### config.mk
export PLATFORM = sky130hd
export DESIGN_NAME = alu_flag_unit_flat
export DESIGN_NICKNAME = d
export VERILOG_FILES = /design/src/rtl/alu_flag_unit_pkg.sv /design/src/rtl/alu_flag_unit_if.sv /design/src/rtl/alu_flag_sel.sv /design/src/rtl/alu_flag_unit.sv /design/src/flat_wrapper.sv
export SDC_FILE = /design/constraint.sdc
export NUM_CORES = 1
export LEC_CHECK = 0
export ABC_CLOCK_PERIOD_IN_PS = 1200
export BUFFER_PORTS_ARGS = -buffer_cell sky130_fd_sc_hd__buf_2
export CORE_UTILIZATION = 44
export CTS_CLUSTER_SIZE = 28
export DETAILED_ROUTE_END_ITERATION = 8
export PLACE_DENSITY = 0.78
export SETUP_SLACK_MARGIN = 0.4
export SYNTH_ARGS = -nofsm -noshare
export SYNTH_HDL_FRONTEND = slang
export SYNTH_SLANG_ARGS = --single-unit
### constraint.sdc
create_clock -name clk -period 1.2 [get_ports clk]
set_input_delay 0.24 -clock clk [delete_from_list [all_inputs] [get_ports clk]]
set_output_delay 0.24 -clock clk [all_outputs]
set_load 0.05 [all_outputs]
### src/rtl/alu_flag_unit_pkg.sv
// +------------------------------------------------------------------+
// | alu_flag_unit_pkg: shared flag-mode/state enums, flag bit indices |
// | Revision: 1.0                                                     |
// +------------------------------------------------------------------+
`default_nettype none

package alu_flag_unit_pkg;

  typedef enum logic [1:0] {
    MODE_KEEP = 2'd0,
    MODE_CLR  = 2'd1,
    MODE_SET  = 2'd2,
    MODE_ALU  = 2'd3
  } flag_mode_e;

  typedef enum logic [1:0] {
    ST_IDLE    = 2'd0,
    ST_WAIT_LO = 2'd1,
    ST_WAIT_HI = 2'd2,
    ST_DONE    = 2'd3
  } state_e;

  localparam int FLAG_Z = 3;
  localparam int FLAG_N = 2;
  localparam int FLAG_H = 1;
  localparam int FLAG_C = 0;

endpackage

`default_nettype wire

### src/rtl/alu_flag_unit_if.sv
// +------------------------------------------------------------------+
// | alu_flag_unit_if: control/pass/flag bus of the flag capture unit  |
// | Revision: 1.0                                                     |
// +------------------------------------------------------------------+
`default_nettype none

interface alu_flag_unit_if;
  import alu_flag_unit_pkg::*;

  logic       start;
  logic       sub;
  flag_mode_e zmode;
  flag_mode_e nmode;
  flag_mode_e hmode;
  flag_mode_e cmode;
  logic       pass_lo;
  logic       pass_hi;
  logic [3:0] nib;
  logic       alu_carry;
  logic       f_we;
  logic [3:0] f_in;
  logic [7:0] result;
  logic       flag_z;
  logic       flag_n;
  logic       flag_h;
  logic       flag_c;
  logic       busy;
  logic       done;

  modport master (
    output start, sub, zmode, nmode, hmode, cmode,
    output pass_lo, pass_hi, nib, alu_carry, f_we, f_in,
    input  result, flag_z, flag_n, flag_h, flag_c, busy, done
  );

  modport slave (
    input  start, sub, zmode, nmode, hmode, cmode,
    input  pass_lo, pass_hi, nib, alu_carry, f_we, f_in,
    output result, flag_z, flag_n, flag_h, flag_c, busy, done
  );

endinterface

`default_nettype wire

### src/rtl/alu_flag_sel.sv
// +------------------------------------------------------------------+
// | alu_flag_sel: picks one flag's next value from its update policy  |
// | Revision: 1.0                                                     |
// +------------------------------------------------------------------+
`default_nettype none

module alu_flag_sel
  import alu_flag_unit_pkg::*;
(
  input  flag_mode_e mode,
  input  logic       old_flag,
  input  logic       computed,
  output logic       new_flag
);

  always_comb begin
    new_flag = old_flag;
    case (mode)
      MODE_KEEP: new_flag = old_flag;
      MODE_CLR:  new_flag = 1'b0;
      MODE_SET:  new_flag = 1'b1;
      MODE_ALU:  new_flag = computed;
      default:   new_flag = old_flag;
    endcase
  end

endmodule

`default_nettype wire

### src/rtl/alu_flag_unit.sv
// +------------------------------------------------------------------+
// | alu_flag_unit: two-pass nibble result assembly and flag commit    |
// | Revision: 1.0                                                     |
// +------------------------------------------------------------------+
`default_nettype none

module alu_flag_unit
  import alu_flag_unit_pkg::*;
(
  input  logic           clk,
  input  logic           reset,
  alu_flag_unit_if.slave bus
);

  state_e     state_q, state_d;
  logic       sub_q, sub_d;
  flag_mode_e mode_q [4];
  flag_mode_e mode_d [4];
  logic [7:0] result_q, result_d;
  logic [3:0] flags_q, flags_d;
  logic       hc_q, hc_d;
  logic       busy_q, busy_d;
  logic       done_q, done_d;

  logic [7:0] result_new;
  logic [3:0] flag_alu;
  logic [3:0] flag_sel;

  // Z must see the full byte as it will be after this high pass
  assign result_new       = {bus.nib, result_q[3:0]};
  assign flag_alu[FLAG_Z] = (result_new == 8'h00);
  assign flag_alu[FLAG_N] = sub_q;
  assign flag_alu[FLAG_H] = hc_q ^ sub_q;
  assign flag_alu[FLAG_C] = bus.alu_carry ^ sub_q;

  for (genvar i = 0; i < 4; i++) begin : g_flag
    alu_flag_sel u_sel (
      .mode     (mode_q[i]),
      .old_flag (flags_q[i]),
      .computed (flag_alu[i]),
      .new_flag (flag_sel[i])
    );
  end

  always_comb begin
    state_d  = state_q;
    sub_d    = sub_q;
    mode_d   = mode_q;
    result_d = result_q;
    flags_d  = flags_q;
    hc_d     = hc_q;
    case (state_q)
      ST_IDLE: begin
        if (bus.start) begin
          sub_d          = bus.sub;
          mode_d[FLAG_Z] = bus.zmode;
          mode_d[FLAG_N] = bus.nmode;
          mode_d[FLAG_H] = bus.hmode;
          mode_d[FLAG_C] = bus.cmode;
          state_d        = ST_WAIT_LO;
        end
      end
      ST_WAIT_LO: begin
        if (bus.pass_lo) begin
          result_d[3:0] = bus.nib;
          hc_d          = bus.alu_carry;
          state_d       = ST_WAIT_HI;
        end
      end
      ST_WAIT_HI: begin
        if (bus.pass_hi) begin
          result_d = result_new;
          flags_d  = flag_sel;
          state_d  = ST_DONE;
        end
      end
      ST_DONE: state_d = ST_IDLE;
      default: state_d = ST_IDLE;
    endcase
    // A direct load overrides whatever the commit would have written
    if (bus.f_we) begin
      flags_d = bus.f_in;
    end
    busy_d = (state_d != ST_IDLE);
    done_d = (state_d == ST_DONE);
  end

  always_ff @(posedge clk) begin
    if (reset) begin
      state_q  <= ST_IDLE;
      sub_q    <= 1'b0;
      for (int i = 0; i < 4; i++) mode_q[i] <= MODE_KEEP;
      result_q <= 8'h00;
      flags_q  <= 4'h0;
      hc_q     <= 1'b0;
      busy_q   <= 1'b0;
      done_q   <= 1'b0;
    end else begin
      state_q  <= state_d;
      sub_q    <= sub_d;
      mode_q   <= mode_d;
      result_q <= result_d;
      flags_q  <= flags_d;
      hc_q     <= hc_d;
      busy_q   <= busy_d;
      done_q   <= done_d;
    end
  end

  assign bus.result = result_q;
  assign bus.flag_z = flags_q[FLAG_Z];
  assign bus.flag_n = flags_q[FLAG_N];
  assign bus.flag_h = flags_q[FLAG_H];
  assign bus.flag_c = flags_q[FLAG_C];
  assign bus.busy   = busy_q;
  assign bus.done   = done_q;

endmodule

`default_nettype wire

### src/flat_wrapper.sv
// flat-port wrapper written by rule: the top's interface ports become plain ports
module alu_flag_unit_flat import alu_flag_unit_pkg::*;
  (clk, reset, bus_start, bus_sub, bus_zmode, bus_nmode, bus_hmode, bus_cmode, bus_pass_lo, bus_pass_hi, bus_nib, bus_alu_carry, bus_f_we, bus_f_in, bus_result, bus_flag_z, bus_flag_n, bus_flag_h, bus_flag_c, bus_busy, bus_done);
  alu_flag_unit_if bus_i ();
  input  logic clk;
  input  logic reset;
  input wire logic [$bits(bus_i.start)-1:0] bus_start;
  input wire logic [$bits(bus_i.sub)-1:0] bus_sub;
  input wire logic [$bits(bus_i.zmode)-1:0] bus_zmode;
  input wire logic [$bits(bus_i.nmode)-1:0] bus_nmode;
  input wire logic [$bits(bus_i.hmode)-1:0] bus_hmode;
  input wire logic [$bits(bus_i.cmode)-1:0] bus_cmode;
  input wire logic [$bits(bus_i.pass_lo)-1:0] bus_pass_lo;
  input wire logic [$bits(bus_i.pass_hi)-1:0] bus_pass_hi;
  input wire logic [$bits(bus_i.nib)-1:0] bus_nib;
  input wire logic [$bits(bus_i.alu_carry)-1:0] bus_alu_carry;
  input wire logic [$bits(bus_i.f_we)-1:0] bus_f_we;
  input wire logic [$bits(bus_i.f_in)-1:0] bus_f_in;
  output wire logic [$bits(bus_i.result)-1:0] bus_result;
  output wire logic [$bits(bus_i.flag_z)-1:0] bus_flag_z;
  output wire logic [$bits(bus_i.flag_n)-1:0] bus_flag_n;
  output wire logic [$bits(bus_i.flag_h)-1:0] bus_flag_h;
  output wire logic [$bits(bus_i.flag_c)-1:0] bus_flag_c;
  output wire logic [$bits(bus_i.busy)-1:0] bus_busy;
  output wire logic [$bits(bus_i.done)-1:0] bus_done;
  assign bus_i.start = bus_start;
  assign bus_i.sub = bus_sub;
  assign bus_i.zmode = bus_zmode;
  assign bus_i.nmode = bus_nmode;
  assign bus_i.hmode = bus_hmode;
  assign bus_i.cmode = bus_cmode;
  assign bus_i.pass_lo = bus_pass_lo;
  assign bus_i.pass_hi = bus_pass_hi;
  assign bus_i.nib = bus_nib;
  assign bus_i.alu_carry = bus_alu_carry;
  assign bus_i.f_we = bus_f_we;
  assign bus_i.f_in = bus_f_in;
  assign bus_result = bus_i.result;
  assign bus_flag_z = bus_i.flag_z;
  assign bus_flag_n = bus_i.flag_n;
  assign bus_flag_h = bus_i.flag_h;
  assign bus_flag_c = bus_i.flag_c;
  assign bus_busy = bus_i.busy;
  assign bus_done = bus_i.done;
  alu_flag_unit u_core (.clk(clk), .reset(reset), .bus(bus_i));
endmodule
After elaboration in Yosys (flattened, before gate mapping)
Cells that the tools add are included.

Output and inout bits: 14. Input bits: 24. Bits in registers: 26. Word-level logic and storage cells: 68.

Eq/ne operators: 20. Muxes and demuxes: 13. Reduce and logical (&&, ||, !) cells: 17. Bitwise logic cells: 3.

Operators with widths (number): 2-bit == test, second input constant (11); 4-bit two-way mux (4); 3-bit AND reduction (5); 1-bit case mux with 3 select lines (4); 2-bit by 1-bit == test with 1-bit output, second input constant (5); 2-bit zero test (5); 8-bit zero test (1); 2-bit inequality test, second input constant (4); 2-bit case mux with 4 select lines (1); 4-bit case mux with 2 select lines (1); 2-bit two-way mux (3); 2-bit AND reduction (3); 2-bit nonzero test (3); 1-bit bitwise XOR (2); 1-bit inverter (1).

Longest topological paths before layout
Gate-level depths: netlist (run 1).

Depth in word-level cells: 5. Depth in mapped cells: 5. Depth with buffers taken out: 3.

Hierarchy
From an unflattened synthesis (run 1), not the netlist that was laid out.

Cell total of the unflattened synthesis: 120. Area, all modules: 1132.3 sq um.

Modules (own cells, without submodules): alu_flag_unit (instances 1, sequential area each 520.5 sq um, cells an instance 108, area an instance 1082.3 sq um); alu_flag_sel (instances 4, sequential area each 0.0 sq um, cells an instance 3, area an instance 12.5 sq um).

Worst setup path after synthesis (run 1)
OpenSTA, ideal clock, no wires.

Kind: register to register. Start point: reg u_core.flags_q[2] (netlist name). End point: reg u_core.flags_q[2]. Buffers on the path: 0. Arrival time: 1.038 ns. Stages on the path, launching flop included: 3. Setup time: 0.087 ns. Slack: 0.076 ns. Clock period less this slack: 1.124 ns. Required time: 1.113 ns. Cell sequence: dfxtp_1 o21ai_0 a221oi_2.

RTL lines: to (signal assigned) (line alu_flag_unit.sv:103) `flags_q <= flags_d;`; to (decl) (line alu_flag_unit.sv:20) `logic [3:0] flags_q, flags_d;`.

Final worst setup path (run 1)
Start point: reg u_core.state_q[1]. End point: reg u_core.mode_q[0] in the netlist's numbering.

Cells in the longest elaborated chain, start to end: 2.

RTL lines: from (decl) (line alu_flag_unit.sv:15) `state_e state_q, state_d;`; from (signal assigned) (line alu_flag_unit.sv:99) `state_q <= state_d;`; 2-bit zero test (line alu_flag_unit.sv:52) `case (state_q)`; 2-bit AND reduction (no source line); to (signal assigned) (line alu_flag_unit.sv:101) `mode_q <= mode_d;`; to (decl) (line alu_flag_unit.sv:17) `flag_mode_e mode_q [4];`.

Every way passes these cells. A chain may end at the register's enable or synchronous reset.

==> results of run 1 <==
## per-stage QoR
| stage | setup WS, ns | area, sq um |
|---|---|---|
| 4_1_cts | 0.0617 | 1600 |
| 2_1_floorplan | 0.0935 | 1170 |
| 3_3_place_gp | 0.0620 | 1390 |
| 3_5_place_dp | -0.0255 | 1390 |
| 6_report | 0.0627 | 1680 |
| 5_1_grt | 0.00546 | 1680 |
## layout make-up
type | instances | share of cell area [%]
repair buffers | 51 | 26.3
well taps | 30 | 2.23
multi-input cells | 78 | 35.7
flip-flops and latches | 26 | 32.8
inverters | 4 | 0.894
clock buffers | 4 | 2.16
## cells by family (layout without fill, tap and decap cells)
kind of cell,Yosys count,count (layout),share of synthesized area (%)
compound gates,19,19,14.6
xor+xnor,2,2,1.53
simple gates,42,42,19.4
mux,15,15,13.1
flops,26,26,45.4
buf+inv,12,59,6.00
## worst paths after layout
| check | start | endpoint | slack [ns] | depth (start not counted) |
|---|---|---|---|---|
| worst max-delay path | u_core.state_q[1] | u_core.mode_q[0] | 0.06 | 4 |
| worst min-delay path | bus_cmode[0] | u_core.mode_q[6] | 0.15 | 3 |
| worst max register to register | u_core.state_q[1] | u_core.mode_q[0] | 0.06 | 4 |
| worst min register to register | u_core.bus.result[5] | u_core.bus.result[5] | 0.48 | 2 |
## what timing repair did
item / in CTS / in global routing
setup endpoints to repair: 40 / 40
pin swaps: 2 / 10
cloned: 0 / 0
resized for setup: 41 / 19
buffers inserted: 6 / 1
hold buffers: 0 / 0
## power groups by stage
stage / Clock [mW] / Combinational (mW) / Sequential (mW)
final: 0.445 / 0.483 / 0.974
after global routing: 0.486 / 0.512 / 0.982
after CTS: 0.457 / 0.445 / 0.972
after detailed placement: 0 / 0.375 / 0.984
after global placement: 0 / 0.366 / 0.982
after floorplan: 0 / 0.199 / 1.06
## synthesized netlist by cell type
cell / count
nand2b_1: 3
nand3b_2: 1
nor2b_1: 3
and3b_1: 1
o211ai_2: 2
nor4_1: 2
nor3_1: 1
o32ai_1: 1
o21ai_0: 2
nand3_1: 1
a211oi_1: 1
buf_1: 1
a31oi_4: 1
a311oi_2: 2
buf_4: 2
inv_1: 4
a221oi_2: 1
nor4b_1: 1
dfxtp_1: 26
nor3b_2: 1
a21boi_0: 1
a21oi_1: 7
mux2i_1: 15
buf_2: 1
nor2_1: 17
xor2_1: 2
buf_6: 2
nand3b_4: 1
o21bai_1: 1
clkbuf_1: 2
nand2_1: 10
## layout by cell type, fill, tap and decap left out, drive strengths merged
cell type  count
and3b          1
nor2b          3
nor3b          1
dfxtp         26
a211oi         1
clkbuf         4
a21boi         1
o21ai          2
nand2b         3
nand3b         2
nand2         10
nor4           2
nor2          17
mux2i         15
a311oi         2
a221oi         1
o32ai          1
a21oi          7
o21bai         1
buf           51
nor4b          1
nand3          1
inv            4
xor2           2
o211ai         2
a31oi          1
nor3           1
## metal layers
layer,routed length [um],share of wire (%),track usage (%)
met5,0,0,0
met4,23,0.82,9.21
met1,1230,43,25.9
met3,134,4.8,4.31
met2,1440,51,35.7
## flip-flops by register name, indices dropped and copies added, names as in the netlist
name and cells:
u_core.bus.done 1, u_core.flags_q 4, u_core.mode_q 8, u_core.state_q 2, u_core.bus.busy 1, u_core.sub_q 1, u_core.hc_q 1, u_core.bus.result 8
## worst register-to-register path: cells and delay by family (launching register included)
family	cells	cell delay [ns]
mux	1	0.21
flops	1	0.40
buf+inv	1	0.16
simple gates	2	0.28
==> results.sh, run 1 <==
export IMPL_run_status="finished clean"
export IMPL_yosysWarnings=0
export IMPL_grt_max_degree=15
export IMPL_p_switching_mw=0.564
export IMPL_grt_pass1_vias=969
export IMPL_grt_usage_pct=21.2
export IMPL_root_buffer="clkbuf_4"
export IMPL_cp_end_kind="register"
export IMPL_synth_cell_types=31
export IMPL_power_frac_seq_pct=51.2
export IMPL_cp_data_required_time_ns=1.42
export IMPL_cp_data_arrival_time_ns=1.36
export IMPL_hold_viol=0
export IMPL_tightest_slew_ns=0.301
export IMPL_htreeDepth=1
export IMPL_nFillCells=195
export IMPL_grt_pass1_wl_um=4280
export IMPL_synth_top_cell_area_share_pct=45.4
export IMPL_num_antenna_cells=0
export IMPL_rows=18
export IMPL_ir_drop_mv=0.744
export IMPL_die_y_um=53.1
export IMPL_finalNetCount=188
export IMPL_critPathMaxStageDelay_ns=0.40
export IMPL_drt_first_pass_iters=4
export IMPL_syn_area_sq_um=1150
export IMPL_final_layout_size_suffix_gt1_share_pct=53.4
export IMPL_path_cells="nor3b_4 -> buf_6 -> mux2i_1 -> nor2_1"
export IMPL_swShare_pct=29.7
export IMPL_cts_tree="done"
export IMPL_grt_overflow=0
export IMPL_ys_ff_latch=26
export IMPL_grt_setup_unrepaired="true"
export IMPL_fin_crit_sh_pct=94.8
export IMPL_slew_violations=0
export IMPL_synth_area_leader_cell="dfxtp_1"
export IMPL_place_hpwl_um=1790
export IMPL_crit_path_start_kind="register"
export IMPL_combPwrFrac_pct=25.4
export IMPL_worstSetupPathType="register to register"
export IMPL_port_buffers=37
export IMPL_max_clock_freq_mhz=879
export IMPL_multi_input_area_sq_um=599
export IMPL_drt_initial_drc_count=4
export IMPL_register_area_sq_um=551
export IMPL_p_int_mw=1.34
export IMPL_wl_per_cell_um=14.6
export IMPL_drt_drc_violations_left=0
export IMPL_clk_latency_ns=0.32
export IMPL_ys_top_cells_by_area="dfxtp_1 45%, mux2i_1 13%, nor2_1 5.6%, nand2_1 3.3%, a21oi_1 3.1%"
export IMPL_ant_nets=0
export IMPL_dieWidth_um=53.1
export IMPL_clkPwrFrac_pct=23.4
export IMPL_area_delta_synth_final_pct=46.5
export IMPL_avgSynthCellArea_sq_um=9.89
export IMPL_clkTransAtPathRegs_ns=0.14
export IMPL_totalNegativeSetupSlack_ns=0
export IMPL_wl_um=2820
export IMPL_power_density_nw_per_um2=1130
export IMPL_clock_sinks=26
export IMPL_hold_class="input pin to register"
export IMPL_clock_path_buffers=2
export IMPL_place_gp_congestion=0.784
export IMPL_via_count=1024
export IMPL_antenna_found_initial=0
export IMPL_dieArea_sq_um=2820
export IMPL_setup_violations=0
export IMPL_slowest_stage="dfxtp_4"
export IMPL_slew_headroom_pct=79.7
export IMPL_initial_core_util_pct=46.3
export IMPL_critPathMaxFanout=5
export IMPL_critPathBufInv=1
export IMPL_clock_skew_ns=0.00378
export IMPL_synth_fp_nets=140
export IMPL_ios=38
export IMPL_holdWs_ns=0.146
export IMPL_core_area_sq_um=2480
export IMPL_finalNonFillerCells=193
export IMPL_fin_util_pct=67.8
export IMPL_finalPower_mw=1.90
export IMPL_synthCells=116
export IMPL_via_per_inst=5.31
export IMPL_seq_area_frac_synth_pct=45.4
export IMPL_cap_violations=0
export IMPL_dpl_cell_count=182
export IMPL_numCtsBuffers=3
export IMPL_crit_family="flip-flops"
export IMPL_power_leakage_nw=0.751
export IMPL_period_needed_ns=1.14
(Power assumes the default switching activity.)
==> run 2, diff against run 1 <==
Settings changed: CORE_UTILIZATION 44 to 25, PLACE_DENSITY 0.78 to 0.51.
==> run 2 against run 1 <==
Net effect: sequential share of layout area decreased by 1.4 points; non-clock buffer count increased by 4; final cell count increased by 13%; global-route usage decreased by 8.4 points; combinational power barely moved; critical path type unchanged; largest power group unchanged; highest routed layer unchanged.
==> results.sh, run 2 (same netlist as run 1, synthesis figures left out) <==
export IMPL_run_status="finished clean"
export IMPL_use_met1_pct=15.3
export IMPL_critPathMaxStageDelay_ns=0.37
export IMPL_grt_setup_unrepaired="true"
export IMPL_use_met3_pct=4.22
export IMPL_dieWidth_um=69.7
export IMPL_htreeDepth=1
export IMPL_slew_headroom_pct=83.0
export IMPL_cp_data_arrival_time_ns=1.30
export IMPL_clk_latency_ns=0.27
export IMPL_setup_ws_ns=0.0546
export IMPL_p_int_mw=1.38
export IMPL_fin_util_pct=39.7
export IMPL_r2r_setup_slack_ns=0.05
export IMPL_root_buffer="clkbuf_8"
export IMPL_wl_um=2920
export IMPL_num_antenna_cells=0
export IMPL_cap_violations=0
export IMPL_hold_class="input pin to register"
export IMPL_wl_per_cell_um=13.4
export IMPL_final_common_cell="buf_2"
export IMPL_ant_nets=0
export IMPL_worstSetupPathType="register to register"
export IMPL_place_hpwl_um=2040
export IMPL_totalNegativeSetupSlack_ns=0
export IMPL_p_switching_mw=0.559
export IMPL_cp_data_required_time_ns=1.36
export IMPL_area_delta_synth_final_pct=51.6
export IMPL_power_frac_seq_pct=50.2
export IMPL_hold_viol=0
export IMPL_slew_violations=0
export IMPL_clock_skew_ns=0.00327
export IMPL_slowest_stage="dfxtp_4"
export IMPL_drt_drc_violations_left=0
export IMPL_pre_cts_slack_ns=-0.00114
export IMPL_setup_violations=0
export IMPL_grt_busiest_layer="met2"
export IMPL_postLayoutCellArea_sq_um=1740
export IMPL_drt_first_pass_iters=4
export IMPL_ios=38
export IMPL_power_density_nw_per_um2=1120
export IMPL_period_needed_ns=1.15
export IMPL_power_leakage_nw=0.785
export IMPL_via_per_inst=4.50
export IMPL_cp_end_kind="register"
export IMPL_final_layout_size_suffix_gt1_share_pct=53.6
export IMPL_ctsHoldBuffers=0
export IMPL_clkPwrFrac_pct=24.9
export IMPL_core_area_sq_um=4380
export IMPL_placed_cell_area_sq_um=1410
export IMPL_antenna_found_initial=0
export IMPL_most_common_layout_cells="23 x buf_2, 17 x nor2_1, 15 x mux2i_1"
export IMPL_drt_initial_drc_count=31
export IMPL_crit_path_start_kind="register"
export IMPL_clock_sinks=26
export IMPL_combPwrFrac_pct=24.9
export IMPL_die_y_um=69.7
export IMPL_clkTransAtPathRegs_ns=0.09
export IMPL_grt_usage_pct=12.8
export IMPL_clock_path_buffers=2
export IMPL_port_buffers=37
export IMPL_via_count=982
export IMPL_dieArea_sq_um=4860
export IMPL_place_gp_congestion=0.747
export IMPL_numCtsBuffers=3
export IMPL_grt_pass1_vias=1044
export IMPL_max_clock_freq_mhz=873
export IMPL_finalNetCount=192
export IMPL_critPathMaxFanout=7
export IMPL_grt_max_degree=21
export IMPL_rows=24
export IMPL_initial_core_util_pct=26.2
export IMPL_tightest_slew_ns=0.251
export IMPL_grt_pass1_wl_um=4950
export IMPL_path_cells="nor3b_4 -> buf_6 -> mux2i_1 -> nor2_1"
export IMPL_gr_usage_met2_pct=22.2
export IMPL_grt_overflow=0
export IMPL_fin_crit_sh_pct=95.4
export IMPL_ir_drop_mv=0.554
export IMPL_cts_tree="done"
export IMPL_swShare_pct=28.8
==> run 2: final timing paths <==
kind	startpoint	to	cells past startpoint
setup / recovery	u_core.state_q[1]	u_core.mode_q[7]	4
hold / removal	bus_hmode[0]	u_core.mode_q[4]	3
setup reg to reg	u_core.state_q[1]	u_core.mode_q[7]	4
hold reg to reg	u_core.bus.result[6]	u_core.bus.result[6]	2
==> run 2: critical path, delay by kind of cell, from the launching register on <==
family                 cells  cell delay [ns]
DFF                        1             0.37
buffers and inverters      1             0.18
muxes                      1             0.20
and+or+nand+nor            2             0.29
==> run 2: power groups by stage <==
stage	sequential, mW	clock (mW)	combinational [mW]
global route	0.983	0.553	0.517
floorplan	1.06	0	0.199
detailed placement	0.985	0	0.376
finish	0.975	0.484	0.483
CTS	0.973	0.503	0.465
global placement	0.983	0	0.369
==> run 2: cell type report <==
class | instances | area, sq um
sequential | 26 | 546
clock buffer | 3 | 41.3
inverter | 4 | 15.0
timing repair buffer | 55 | 475
fill | 436 | 2650
multi-input combinational | 78 | 597
tap | 52 | 65.1
==> run 2: metal layers <==
metal	vias to the layer above	part of all wire [%]
met5	-	0
met3	2	4.4
met1	461	47
met2	20	48
met4	0	0.65
li1	499	-
==> run 2: what timing repair did <==
item / in CTS / in global routing
endpoints found under the hold margin: 0 / 0
setup buffers: 8 / 4
gates resized for setup: 55 / 4
pin swaps: 11 / 6
setup endpoints to repair: 40 / 40
==> run 2: per-stage QoR <==
step | instances | hold slack [ns] | power, mW
final | 218 | 0.205 | 1.94
after CTS | 214 | 0.202 | 1.94
after floorplan | 116 | 0.369 | 1.26
after global placement | 203 | 0.442 | 1.35
after global routing | 218 | 0.211 | 2.05
after detailed placement | 203 | 0.448 | 1.36
==> run 3, diff against run 2 <==
--- a/config.mk
+++ b/config.mk
@@ -11,5 +11,5 @@
 export CTS_CLUSTER_SIZE = 28
 export DETAILED_ROUTE_END_ITERATION = 8
-export PLACE_DENSITY = 0.51
+export PLACE_DENSITY = 0.58
 export SETUP_SLACK_MARGIN = 0.4
 export SYNTH_ARGS = -nofsm -noshare
==> constraint.sdc (replaced) <==
create_clock -name clk -period 1.2 [get_ports clk]
set_input_delay 0.24 -clock clk [delete_from_list [all_inputs] [get_ports clk]]
set_output_delay 0.24 -clock clk [all_outputs]
set_load 0.005 [all_outputs]
==> run 3 against run 2 <==
Net effect: via count decreased by 0.51%; flip-flop and latch count unchanged; final cell count decreased by 2.3%; power decreased by 3.1%; register-to-register slack improved by 0.05 ns; core utilization decreased by 3.2 points; sequential share of layout area increased by 2.5 points; setup slack improved by 0.050 ns; critical path depth unchanged; clock power increased by 17%; die area unchanged; largest cell class unchanged; largest power group unchanged.
==> results.sh, run 3 (same netlist as run 1, synthesis figures left out) <==
export IMPL_finalNonFillerCells=213
export IMPL_most_common_layout_cells="34 x buf_2, 17 x nor2_1, 14 x mux2i_1, 14 x dfxtp_2, 11 x dfxtp_1"
export IMPL_grt_pass1_wl_um=4560
export IMPL_drt_first_pass_iters=2
export IMPL_power_density_nw_per_um2=1180
export IMPL_root_buffer="clkbuf_8"
export IMPL_fin_crit_sh_pct=91.3
export IMPL_multi_input_area_sq_um=616
export IMPL_grt_usage_pct=11.8
export IMPL_drt_drc_violations_left=0
export IMPL_via_count=977
export IMPL_combPwrFrac_pct=18.5
export IMPL_initial_core_util_pct=26.2
export IMPL_dieWidth_um=69.7
export IMPL_slew_violations=0
export IMPL_totalNegativeSetupSlack_ns=0
export IMPL_placed_cell_area_sq_um=1410
export IMPL_setup_ws_ns=0.105
export IMPL_clk_latency_ns=0.27
export IMPL_dieArea_sq_um=4860
export IMPL_slew_headroom_pct=83.3
export IMPL_final_layout_size_suffix_gt1_share_pct=54.0
export IMPL_clock_sinks=26
export IMPL_grt_max_degree=15
export IMPL_swShare_pct=25.5
export IMPL_p_int_mw=1.40
export IMPL_wl_um=2760
export IMPL_die_y_um=69.7
export IMPL_drt_initial_drc_count=54
export IMPL_holdWs_ns=0.207
export IMPL_ctsHoldBuffers=0
export IMPL_period_needed_ns=1.10
export IMPL_port_buffers=37
export IMPL_p_switching_mw=0.480
export IMPL_cp_end_kind="register"
export IMPL_grt_overflow=0
export IMPL_rows=24
export IMPL_antenna_found_initial=0
export IMPL_postLayoutCellArea_sq_um=1600
export IMPL_crit_path_start_kind="register"
export IMPL_clkPwrFrac_pct=30.2
export IMPL_hold_viol=0
export IMPL_ant_nets=0
export IMPL_power_leakage_nw=0.736
export IMPL_max_clock_freq_mhz=913
export IMPL_tightest_slew_ns=0.251
export IMPL_via_per_inst=4.59
export IMPL_cp_data_required_time_ns=1.37
export IMPL_num_antenna_cells=0
export IMPL_finalNetCount=186
export IMPL_numCtsBuffers=3
export IMPL_clkTransAtPathRegs_ns=0.09
export IMPL_place_gp_congestion=0.736
export IMPL_pre_cts_slack_ns=0.0602
export IMPL_grt_pass1_vias=979
export IMPL_worstSetupPathType="register to register"
export IMPL_nFillCells=462
export IMPL_cap_violations=0
export IMPL_power_frac_seq_pct=51.3
export IMPL_grt_setup_unrepaired="true"
export IMPL_run_status="finished clean"
export IMPL_ios=38
export IMPL_hold_class="input pin to register"
export IMPL_dpl_cell_count=205
export IMPL_cp_data_arrival_time_ns=1.26
export IMPL_core_area_sq_um=4380
export IMPL_clock_skew_ns=0.00261
export IMPL_cts_tree="done"
export IMPL_critPathMaxFanout=6
export IMPL_ir_drop_mv=0.404
export IMPL_clock_path_buffers=2
export IMPL_wl_per_cell_um=13.0
export IMPL_area_delta_synth_final_pct=39.3
export IMPL_register_area_sq_um=542
export IMPL_setup_violations=0
export IMPL_place_hpwl_um=1990
export IMPL_final_common_cell="buf_2"
export IMPL_htreeDepth=1
==> run 3: changes by cell type in the layout (fill, tap and decap cells not counted), sizes merged <==
cell / previous run / this run
buf: 55 / 49
clkbuf: 3 / 4
==> run 3: worst paths after layout <==
path                              from                    to  slack (ns)  depth (start not counted)
setup / recovery     u_core.state_q[1]           u_core.hc_q        0.10                          4
hold / removal                 bus_sub          u_core.sub_q        0.21                          3
setup reg to reg     u_core.state_q[1]           u_core.hc_q        0.10                          4
hold reg to reg   u_core.bus.result[7]  u_core.bus.result[7]        0.46                          2
==> run 3: critical path, stage by stage (launching register included) <==
cell      delay [ns]
dfxtp_4         0.40
buf_6           0.12
nand3b_4        0.19
mux2i_1         0.23
nor2_1          0.05
==> run 3: per-stage QoR <==
step,utilization (%),total power [mW]
final,36.4,1.88
after global routing,36.4,1.98
after CTS,35.3,1.86
after detailed placement,32.1,1.28
after global placement,32.1,1.28
after floorplan,-,1.17
==> run 3: repair_timing <==
item	4_1_cts	5_1_grt
setup buffers	3	1
gates resized for setup	24	9
pin swaps	5	5
hold endpoints to repair	0	0
setup endpoints to repair	40	39
==> run 3: routing by layer <==
metal | part of all wire, % | global-route usage (%)
met1 | 47 | 15.8
met2 | 47 | 18.9
met3 | 4.6 | 3.05
met4 | 0.72 | 3.33
met5 | 0 | 0
==> run 3: power groups by stage <==
stage	Clock [mW]	Sequential, mW	Combinational (mW)
final	0.568	0.966	0.349
after floorplan	0	0.969	0.202
after CTS	0.576	0.961	0.325
after global routing	0.618	0.973	0.384
after detailed placement	0	0.976	0.302
after global placement	0	0.976	0.299
==> run 3: cell type report <==
class / count / share of cell area [%]
clock buffer: 4 / 3.45
inverter: 4 / 0.940
multi-input combinational: 78 / 38.5
sequential: 26 / 33.9
tap: 52 / 4.07
timing repair buffer: 49 / 19.1
